--- config.mk ---
export PLATFORM = sky130hd
export DESIGN_NAME = spi_fetch_arbiter
export DESIGN_NICKNAME = d
export VERILOG_FILES = /design/src/rtl/spi_fetch_arbiter.sv
export SDC_FILE = /design/constraint.sdc
export NUM_CORES = 1
export LEC_CHECK = 0
export BUFFER_PORTS_ARGS = -buffer_cell sky130_fd_sc_hd__buf_2
export CAP_MARGIN = 20
export CELL_PAD_IN_SITES_DETAIL_PLACEMENT = 0
export CELL_PAD_IN_SITES_GLOBAL_PLACEMENT = 1
export CORE_MARGIN = 2
export CORE_UTILIZATION = 43
export CTS_CLUSTER_DIAMETER = 100
export DETAILED_ROUTE_END_ITERATION = 8
export PLACE_DENSITY = 0.95
export SLEW_MARGIN = 25
export SYNTH_ARGS = -nofsm -noshare
export SYNTH_HDL_FRONTEND = slang
export SYNTH_SLANG_ARGS = --single-unit
--- constraint.sdc ---
create_clock -name CLK_40 -period 3.83 [get_ports CLK_40]
set_input_delay 0.383 -clock CLK_40 [delete_from_list [all_inputs] [get_ports CLK_40]]
set_output_delay 0.383 -clock CLK_40 [all_outputs]
set_load 0.1 [all_outputs]
--- src/rtl/spi_fetch_arbiter.sv ---
// Arbitrates video/audio fetch requests onto one SPI slave: sends the command byte,
// waits for the echoed header, then streams the payload into the owner's buffer.
module spi_fetch_arbiter #(
    parameter logic [7:0] VIDEO_CMD   = 8'hFA,
    parameter logic [7:0] AUDIO_CMD   = 8'hAA,
    parameter int         HDR_TIMEOUT = 1024,
    parameter int         LEN_W       = 16
) (
    input  logic             CLK_40,
    input  logic             reset,
    input  logic             SPI_clk_en,
    input  logic             req_video,
    input  logic             req_audio,
    input  logic [LEN_W-1:0] len_video,
    input  logic [LEN_W-1:0] len_audio,
    input  logic             audio_urgent,
    output logic             cmd_valid,
    output logic [7:0]       cmd_byte,
    input  logic             cmd_ready,
    input  logic             rx_valid,
    input  logic [7:0]       rx_data,
    output logic             chip_select,
    output logic             grant_video,
    output logic             grant_audio,
    output logic             wr_en_video,
    output logic             wr_en_audio,
    output logic [7:0]       wr_data,
    output logic             xfer_done,
    output logic             hdr_err,
    output logic             busy
);

    localparam int TO_W = (HDR_TIMEOUT > 1) ? $clog2(HDR_TIMEOUT) : 1;
    localparam logic [TO_W-1:0] TO_LAST = TO_W'(HDR_TIMEOUT - 1);

    typedef enum logic [2:0] {
        IDLE,
        SEND_CMD,
        WAIT_HDR,
        STREAM,
        DONE,
        GAP
    } state_t;

    state_t state, state_next;

    // owner / last_owner: 0 = video, 1 = audio
    logic             owner;
    logic             last_owner;
    logic [LEN_W-1:0] remaining;
    logic [TO_W-1:0]  hdr_cnt;

    logic pick_audio;
    logic grant_fire;
    logic hdr_match;
    logic hdr_abort;
    logic byte_fire;
    logic done_fire;

    // Urgent audio beats everything; a tie alternates away from the last completed owner.
    always_comb begin
        if (req_audio && audio_urgent) begin
            pick_audio = 1'b1;
        end else if (req_audio && req_video) begin
            pick_audio = ~last_owner;
        end else begin
            pick_audio = req_audio;
        end
    end

    always_ff @(posedge CLK_40 or posedge reset) begin
        if (reset) begin
            state <= IDLE;
        end else begin
            state <= state_next;
        end
    end

    always_comb begin
        state_next  = state;
        grant_fire  = 1'b0;
        hdr_match   = 1'b0;
        hdr_abort   = 1'b0;
        byte_fire   = 1'b0;
        done_fire   = 1'b0;
        cmd_valid   = (state == SEND_CMD);
        chip_select = (state == IDLE) || (state == GAP);
        busy        = (state != IDLE);
        grant_video = (state != IDLE) && !owner;
        grant_audio = (state != IDLE) && owner;

        if (SPI_clk_en) begin
            case (state)
                IDLE: begin
                    if (req_video || req_audio) begin
                        grant_fire = 1'b1;
                        state_next = SEND_CMD;
                    end
                end
                SEND_CMD: begin
                    if (cmd_ready) begin
                        state_next = WAIT_HDR;
                    end
                end
                WAIT_HDR: begin
                    if (rx_valid && (rx_data == cmd_byte)) begin
                        hdr_match  = 1'b1;
                        state_next = (remaining == '0) ? DONE : STREAM;
                    end else if (hdr_cnt == TO_LAST) begin
                        hdr_abort  = 1'b1;
                        state_next = GAP;
                    end
                end
                STREAM: begin
                    if (rx_valid) begin
                        byte_fire = 1'b1;
                        if (remaining <= LEN_W'(1)) begin
                            state_next = DONE;
                        end
                    end
                end
                DONE: begin
                    done_fire  = 1'b1;
                    state_next = GAP;
                end
                GAP: begin
                    state_next = IDLE;
                end
                default: begin
                    state_next = IDLE;
                end
            endcase
        end
    end

    always_ff @(posedge CLK_40 or posedge reset) begin
        if (reset) begin
            owner       <= 1'b0;
            last_owner  <= 1'b1;
            remaining   <= '0;
            hdr_cnt     <= '0;
            cmd_byte    <= 8'h00;
            wr_en_video <= 1'b0;
            wr_en_audio <= 1'b0;
            wr_data     <= 8'h00;
            xfer_done   <= 1'b0;
            hdr_err     <= 1'b0;
        end else begin
            wr_en_video <= 1'b0;
            wr_en_audio <= 1'b0;
            xfer_done   <= done_fire;
            hdr_err     <= hdr_abort;

            if (grant_fire) begin
                owner     <= pick_audio;
                remaining <= pick_audio ? len_audio : len_video;
                cmd_byte  <= pick_audio ? AUDIO_CMD : VIDEO_CMD;
                hdr_cnt   <= '0;
            end

            if (SPI_clk_en && (state == WAIT_HDR) && !hdr_match) begin
                hdr_cnt <= hdr_cnt + TO_W'(1);
            end

            if (byte_fire) begin
                wr_en_video <= !owner;
                wr_en_audio <= owner;
                wr_data     <= rx_data;
                if (remaining != '0) begin
                    remaining <= remaining - LEN_W'(1);
                end
            end

            // An aborted transfer leaves last_owner alone so the same requester retries.
            if (done_fire) begin
                last_owner <= owner;
            end
        end
    end

endmodule

==> reports/qor.yml, run 1 <==
status: "finished, final reports clean"
ant_nets: 0
drive_gt1_share_pct: 26.69
cts_tree: "done"
cap_violations: 0
async_flop_share_pct: 100.0
crit_cells: 5
grt_pass1_vias: 2033
dieArea_um2: 6752
ios: 73
first_pass_iters: 6
critPathLaunchType: "register"
yosysTopAreaCell: "dfrtp_1"
fp-row-count: 28
totalWireLength_um: 5938
fin_skew_ns: 0.006733
hold_ws_ns: 0.1891
fillerInstances: 585
core_um2: 5921
avgRoutedWirePerCell_um: 14.81
arrival_ns: 2.84
die_w_um: 82.17
crit_type: "reg -> reg"
p_leak_nw: 1.374
clk_pin_slew_ns: 0.08
clock_latency_ns: 0.30
power_switching_share_pct: 54.68
pwr-share-seq_pct: 32.2
synth.area.top_cells: "dfrtp_1 (42%), mux2i_1 (6.9%), a222oi_1 (6.1%)"
die_h_um: 82.17
required_ns: 4.06
synth.distinct_cells: 50
grt_max_degree: 46
synthesis.area_um2: 2628
fin_nets: 376
final_cells: 401
hold_viol: 0
antennaDiodeCount: 0
via_per_inst: 5.484
crit_chain: "or3b_1, or3_1, a21oi_4, a222oi_1, mux2i_1"
gp_congestion: 0.7976
pwr-share-clk_pct: 11.7
cp_max_fo: 25
synth_top_area_share_pct: 41.90
clockBufferDepth: 2
ys.warnings.count: 0
postCtsSetupBuffers: 0
slowest_delay_ns: 0.70
slew_viol_final: 0
min_path_type: "in -> async"
reg2reg_depth: 5
p_switching_mw: 1.415
rsz0062_at_grt: "false"
antenna_found_initial: 0
ys_seq_area_share_pct: 42.90
r2r_start: "state[0]"
reg2reg_to: "remaining[15]"
slowest_stage: "or3_1"
syn-mean-instance-area_um2: 9.991
comb_power_share_pct: 56.1
grt_pass1_wl_um: 9818
slew_headroom_pct: 38.51
track_usage_pct: 19.22
synth-edff-count: 0
syn_to_final_growth_pct: 16.05
crit_buf_inv: 0
synth_ff_type: "dfrtp_1"
post-route-util_pct: 51.50
tightest_slew_ns: 0.9224
vias: 2199
finalCritPeriodShare_pct: 68.34
portBuffers: 70
dpl.cell_count: 393
critPathTopFamily: "simple AND/OR/NAND/NOR gates"
p_per_area_nw_per_um2: 848.6
ctsResizeCount: 0
overflow: 0
intPower_mw: 1.173
vdd_ir_drop_max_mv: 0.5680
numClockSinks: 45
start_util_pct: 44.38
cts-buffers-inserted: 5
ys_ff_latch: 45
cp-end-kind: "register"
cts_root_buf: "clkbuf_8"
holdBufCountCts: 0
ctsHtreeMaxLevel: 2
fin_setup_tns_ns: 0
finalSetupViolCount: 0
min_period_ns: 2.618
post-dp-hpwl_um: 4214
drc: 0
synthCells: 263
timing.fmax_mhz: 382.0
drt-initial-drc-count: 270
worst-r2r-setup-slack_ns: 1.21
[worst max path at each step]
stage	from	to
3_3_place_gp	state[0]	remaining[4]
4_1_cts	state[0]	remaining[7]
5_1_grt	state[0]	remaining[11]
2_1_floorplan	cmd_byte[6]	state[2]
3_5_place_dp	state[0]	remaining[7]
6_report	state[0]	remaining[15]
[worst register-to-register path: cells and delay by family (launching register included)]
family,cells,cell delay [ns]
and+or+nand+nor,2,1.12
DFF,1,0.54
AOI/OAI and AO/OA,2,0.70
muxes,1,0.18
[synthesized netlist by cell type (all sizes together), types with 4 or more instances]
| cell | instances |
|---|---|
| or4 | 6 |
| nor2 | 19 |
| and2 | 5 |
| xnor2 | 13 |
| nand4 | 5 |
| nand3 | 7 |
| mux2i | 18 |
| nand2 | 38 |
| or3 | 8 |
| o21ai | 4 |
| inv | 7 |
| a21oi | 5 |
| nor3 | 6 |
| dfrtp | 44 |
| a21o | 4 |
| a222oi | 16 |
| nor4 | 6 |
| buf | 15 |
[logic make-up (layout without fill, tap and decap cells)]
| family | after synthesis | after routing | share of synthesized area [%] |
|---|---|---|---|
| simple gates | 111 | 111 | 22.19 |
| flops | 45 | 45 | 42.91 |
| compound gates | 44 | 44 | 14.95 |
| buf+inv | 24 | 86 | 5.762 |
| mux | 19 | 19 | 7.286 |
| xor+xnor | 16 | 16 | 5.334 |
| fa+ha+maj | 3 | 3 | 1.429 |
| other cells | 1 | 2 | 0.1427 |
[flip-flops by register name (all words and copies together), names as in the netlist]
register,count
wr_en_video,1
owner,1
xfer_done,1
last_owner,1
remaining,16
wr_data,8
wr_en_audio,1
hdr_cnt,10
hdr_err,1
cmd_byte,2
state,3
[layout make-up]
| class | count | area, um^2 | area share, % |
|---|---|---|---|
| multi-input combinational | 195 | 1353 | 44.36 |
| sequential | 45 | 1127 | 36.97 |
| timing repair buffer | 71 | 357.8 | 11.74 |
| tap | 75 | 93.84 | 3.078 |
| clock buffer | 8 | 90.09 | 2.954 |
| inverter | 7 | 27.53 | 0.9028 |
[cells in the final DEF (no fill, tap or decap), drive strengths merged, types with 2 or more instances in the layout]
cell type	instances
or4	6
o21ai	4
a222oi	16
nand2b	3
a21o	4
nor2	19
dfrtp	44
xnor2	13
clkbuf	8
nand3	7
xor2	3
and3	2
or3	8
nand4	5
nor3b	3
conb	2
and2	5
a221o	2
buf	71
inv	6
nand2	38
nor4	6
ha	3
a211oi	3
mux2i	18
a211o	2
a21oi	5
nor3	6
[through the flow]
step | area, um^2 | setup WS, ns | total power [mW]
3_3_place_gp | 2958 | 1.298 | 2.260
2_1_floorplan | 2631 | 1.344 | 2.061
5_1_grt | 3049 | 0.9974 | 2.754
3_5_place_dp | 2958 | 1.226 | 2.289
6_report | 3049 | 1.212 | 2.588
4_1_cts | 3048 | 1.211 | 2.604
[power by group through the flow]
| stage | Sequential [mW] | Combinational [mW] | Clock (mW) |
|---|---|---|---|
| after global routing | 0.867 | 1.56 | 0.331 |
| after floorplan | 1.15 | 0.916 | 0 |
| final | 0.833 | 1.45 | 0.304 |
| after detailed placement | 0.840 | 1.45 | 0 |
| after CTS | 0.831 | 1.46 | 0.312 |
| after global placement | 0.831 | 1.43 | 0 |
[metal layers]
| metal | wire length, um | GRT usage, % | up-vias | share of wire [%] |
|---|---|---|---|---|
| met1 | 2667 | 26.36 | 1031 | 45 |
| met4 | 61 | 5.000 | 0 | 1.0 |
| met3 | 427 | 4.130 | 6 | 7.2 |
| met2 | 2781 | 30.98 | 79 | 47 |
| met5 | 0 | 0 | - | 0 |
| li1 | - | - | 1083 | - |
Power figures use the tool's default switching activity.
==> run 2, diff against run 1 <==
--- a/config.mk
+++ b/config.mk
@@ -10,10 +10,10 @@
 export CELL_PAD_IN_SITES_DETAIL_PLACEMENT = 0
 export CELL_PAD_IN_SITES_GLOBAL_PLACEMENT = 1
 export CORE_MARGIN = 2
-export CORE_UTILIZATION = 43
+export CORE_UTILIZATION = 36
 export CTS_CLUSTER_DIAMETER = 100
 export DETAILED_ROUTE_END_ITERATION = 8
-export PLACE_DENSITY = 0.95
+export PLACE_DENSITY = 0.89
 export SLEW_MARGIN = 25
 export SYNTH_ARGS = -nofsm -noshare
 export SYNTH_HDL_FRONTEND = slang
==> constraint.sdc (replaced) <==
create_clock -name CLK_40 -period 2.36 [get_ports CLK_40]
set_input_delay 0.236 -clock CLK_40 [delete_from_list [all_inputs] [get_ports CLK_40]]
set_output_delay 0.236 -clock CLK_40 [all_outputs]
set_load 0.1 [all_outputs]
==> run 2 against run 1 <==
  * Total power is 69% higher
  * Register-to-register slack worse by 1.1 ns
  * Utilization is 7.5 points lower
  * Routed wire length is 3.1% higher
  * Non-clock buffer count is 6 higher
  * Flip-flop and latch count stayed put
  * Die area is 18% higher
  * Cell count is 7.5% higher
  * Via count is 1.8% higher
  * Worst hold slack worse by 0.15 ns
  * Clock-buffer cell count is 1 lower
  * Maximum frequency is 16% higher
  * Critical path type unchanged
  * Critical endpoint is now hdr_cnt[6]
==> reports/qor.yml, run 2 (synthesis gave the netlist of run 1 again) <==
cts-buffers-inserted: 5
core_um2: 7176
reg_top3: "remaining (16), hdr_cnt (10), wr_data (8)"
first_pass_iters: 5
post-dp-hpwl_um: 4338
fillerInstances: 728
total_power_mw: 4.362
cp-end-kind: "register"
vdd_ir_drop_max_mv: 0.3903
fp-row-count: 31
slew_viol_final: 0
drt-initial-drc-count: 175
grt_max_degree: 46
top_register: "remaining"
fin_skew_ns: 0.008371
r2r_start: "state[1]"
die_w_um: 89.43
fin_nets: 382
portBuffers: 70
min_period_ns: 2.261
holdBufCountCts: 0
clk_pin_slew_ns: 0.09
p_leak_nw: 1.415
min_path_type: "in -> async"
regArea_um2: 1130
gp_congestion: 0.8267
clock_latency_ns: 0.30
totalWireLength_um: 6124
cp_max_fo: 12
crit_start: "state[1]"
ios: 73
crit_type: "reg -> reg"
cap_violations: 0
tightest_slew_ns: 0.8104
rsz0062_at_grt: "false"
drive_gt1_share_pct: 29.52
drc: 0
antennaDiodeCount: 0
final_cell_mix: "buf_2 (70), dfrtp_1 (42), nand2_1 (38), mux2i_1 (18), nor2_1 (18)"
timing.fmax_mhz: 442.3
numClockSinks: 45
track_usage_pct: 15.56
avgRoutedWirePerCell_um: 14.21
cts_tree: "done"
via_per_inst: 5.193
syn_to_final_growth_pct: 20.24
clockBufferDepth: 2
drt-met1-wl_um: 2805
largest_register_ffs: 16
status: "finished, final reports clean"
antenna_found_initial: 0
routed.top_layer: "met4"
required_ns: 2.59
start_util_pct: 36.62
layout_commonest_cell: "buf_2"
critPathLaunchType: "register"
finalSetupViolCount: 0
dr_wl_met3_um: 309
dieArea_um2: 7998
grt_pass1_wl_um: 9818
p_per_area_nw_per_um2: 1381
finalCritPeriodShare_pct: 95.80
fin_setup_tns_ns: 0
ant_nets: 0
post-route-util_pct: 44.03
grt_pass1_vias: 2086
ctsHtreeMaxLevel: 2
slew_headroom_pct: 45.29
vias: 2238
overflow: 0
routed-wl-met2_um: 2960
arrival_ns: 2.49
die_h_um: 89.43
cts_root_buf: "clkbuf_8"
multi_input_area_um2: 1359
hold_viol: 0
-- run 2: repair_timing --
item                       CTS  global route
buffers inserted             0             0
gates resized for setup      0             2
setup endpoints to repair    0             4
-- run 2: per-stage QoR --
stage,std cells,instance area (um^2),hold WS [ns],worst slack [ns]
after CTS,431,3152,0.1390,0.1098
final,431,3159,0.03522,0.09918
after global routing,431,3159,0.1028,0.006769
after floorplan,264,2634,0.3414,0.08771
after detailed placement,423,3035,0.4588,0.1325
after global placement,423,3035,0.4507,0.1982
-- run 2: critical path: stages (launching register included) --
cell,delay [ns]
dfrtp_1,0.44
buf_4,0.16
nor2b_1,0.30
nand2_1,0.17
a211o_2,0.44
or4_1,0.52
a21boi_0,0.17
-- run 2: worst paths after layout --
kind	cells past startpoint	to	slack, ns
max in group asynchronous	2	cmd_byte[5]	1.80
worst min-delay path	2	remaining[10]	0.04
worst min register to register	1	hdr_cnt[9]	0.47
worst max register to register	6	hdr_cnt[6]	0.1
min in group CLK_40	3	wr_data[7]	0.15
worst max-delay path	6	hdr_cnt[6]	0.1
-- run 2: final cells by class --
type	count	area share, %
timing repair buffer	77	12.75
sequential	45	35.76
clock inverter	1	0.9505
tap	99	3.921
inverter	7	0.8713
clock buffer	7	2.733
multi-input combinational	195	43.01
-- run 2: power breakdown --
group	switching, mW	internal, mW
logic	1.77	0.660
registers	0.269	1.05
clock network	0.270	0.346
-- run 2: per-layer routing --
layer | GRT usage (%) | vias up
met5 | 0 | -
met4 | 4.071 | 0
met3 | 2.770 | 4
met2 | 25.93 | 72
met1 | 20.90 | 1060
li1 | - | 1102
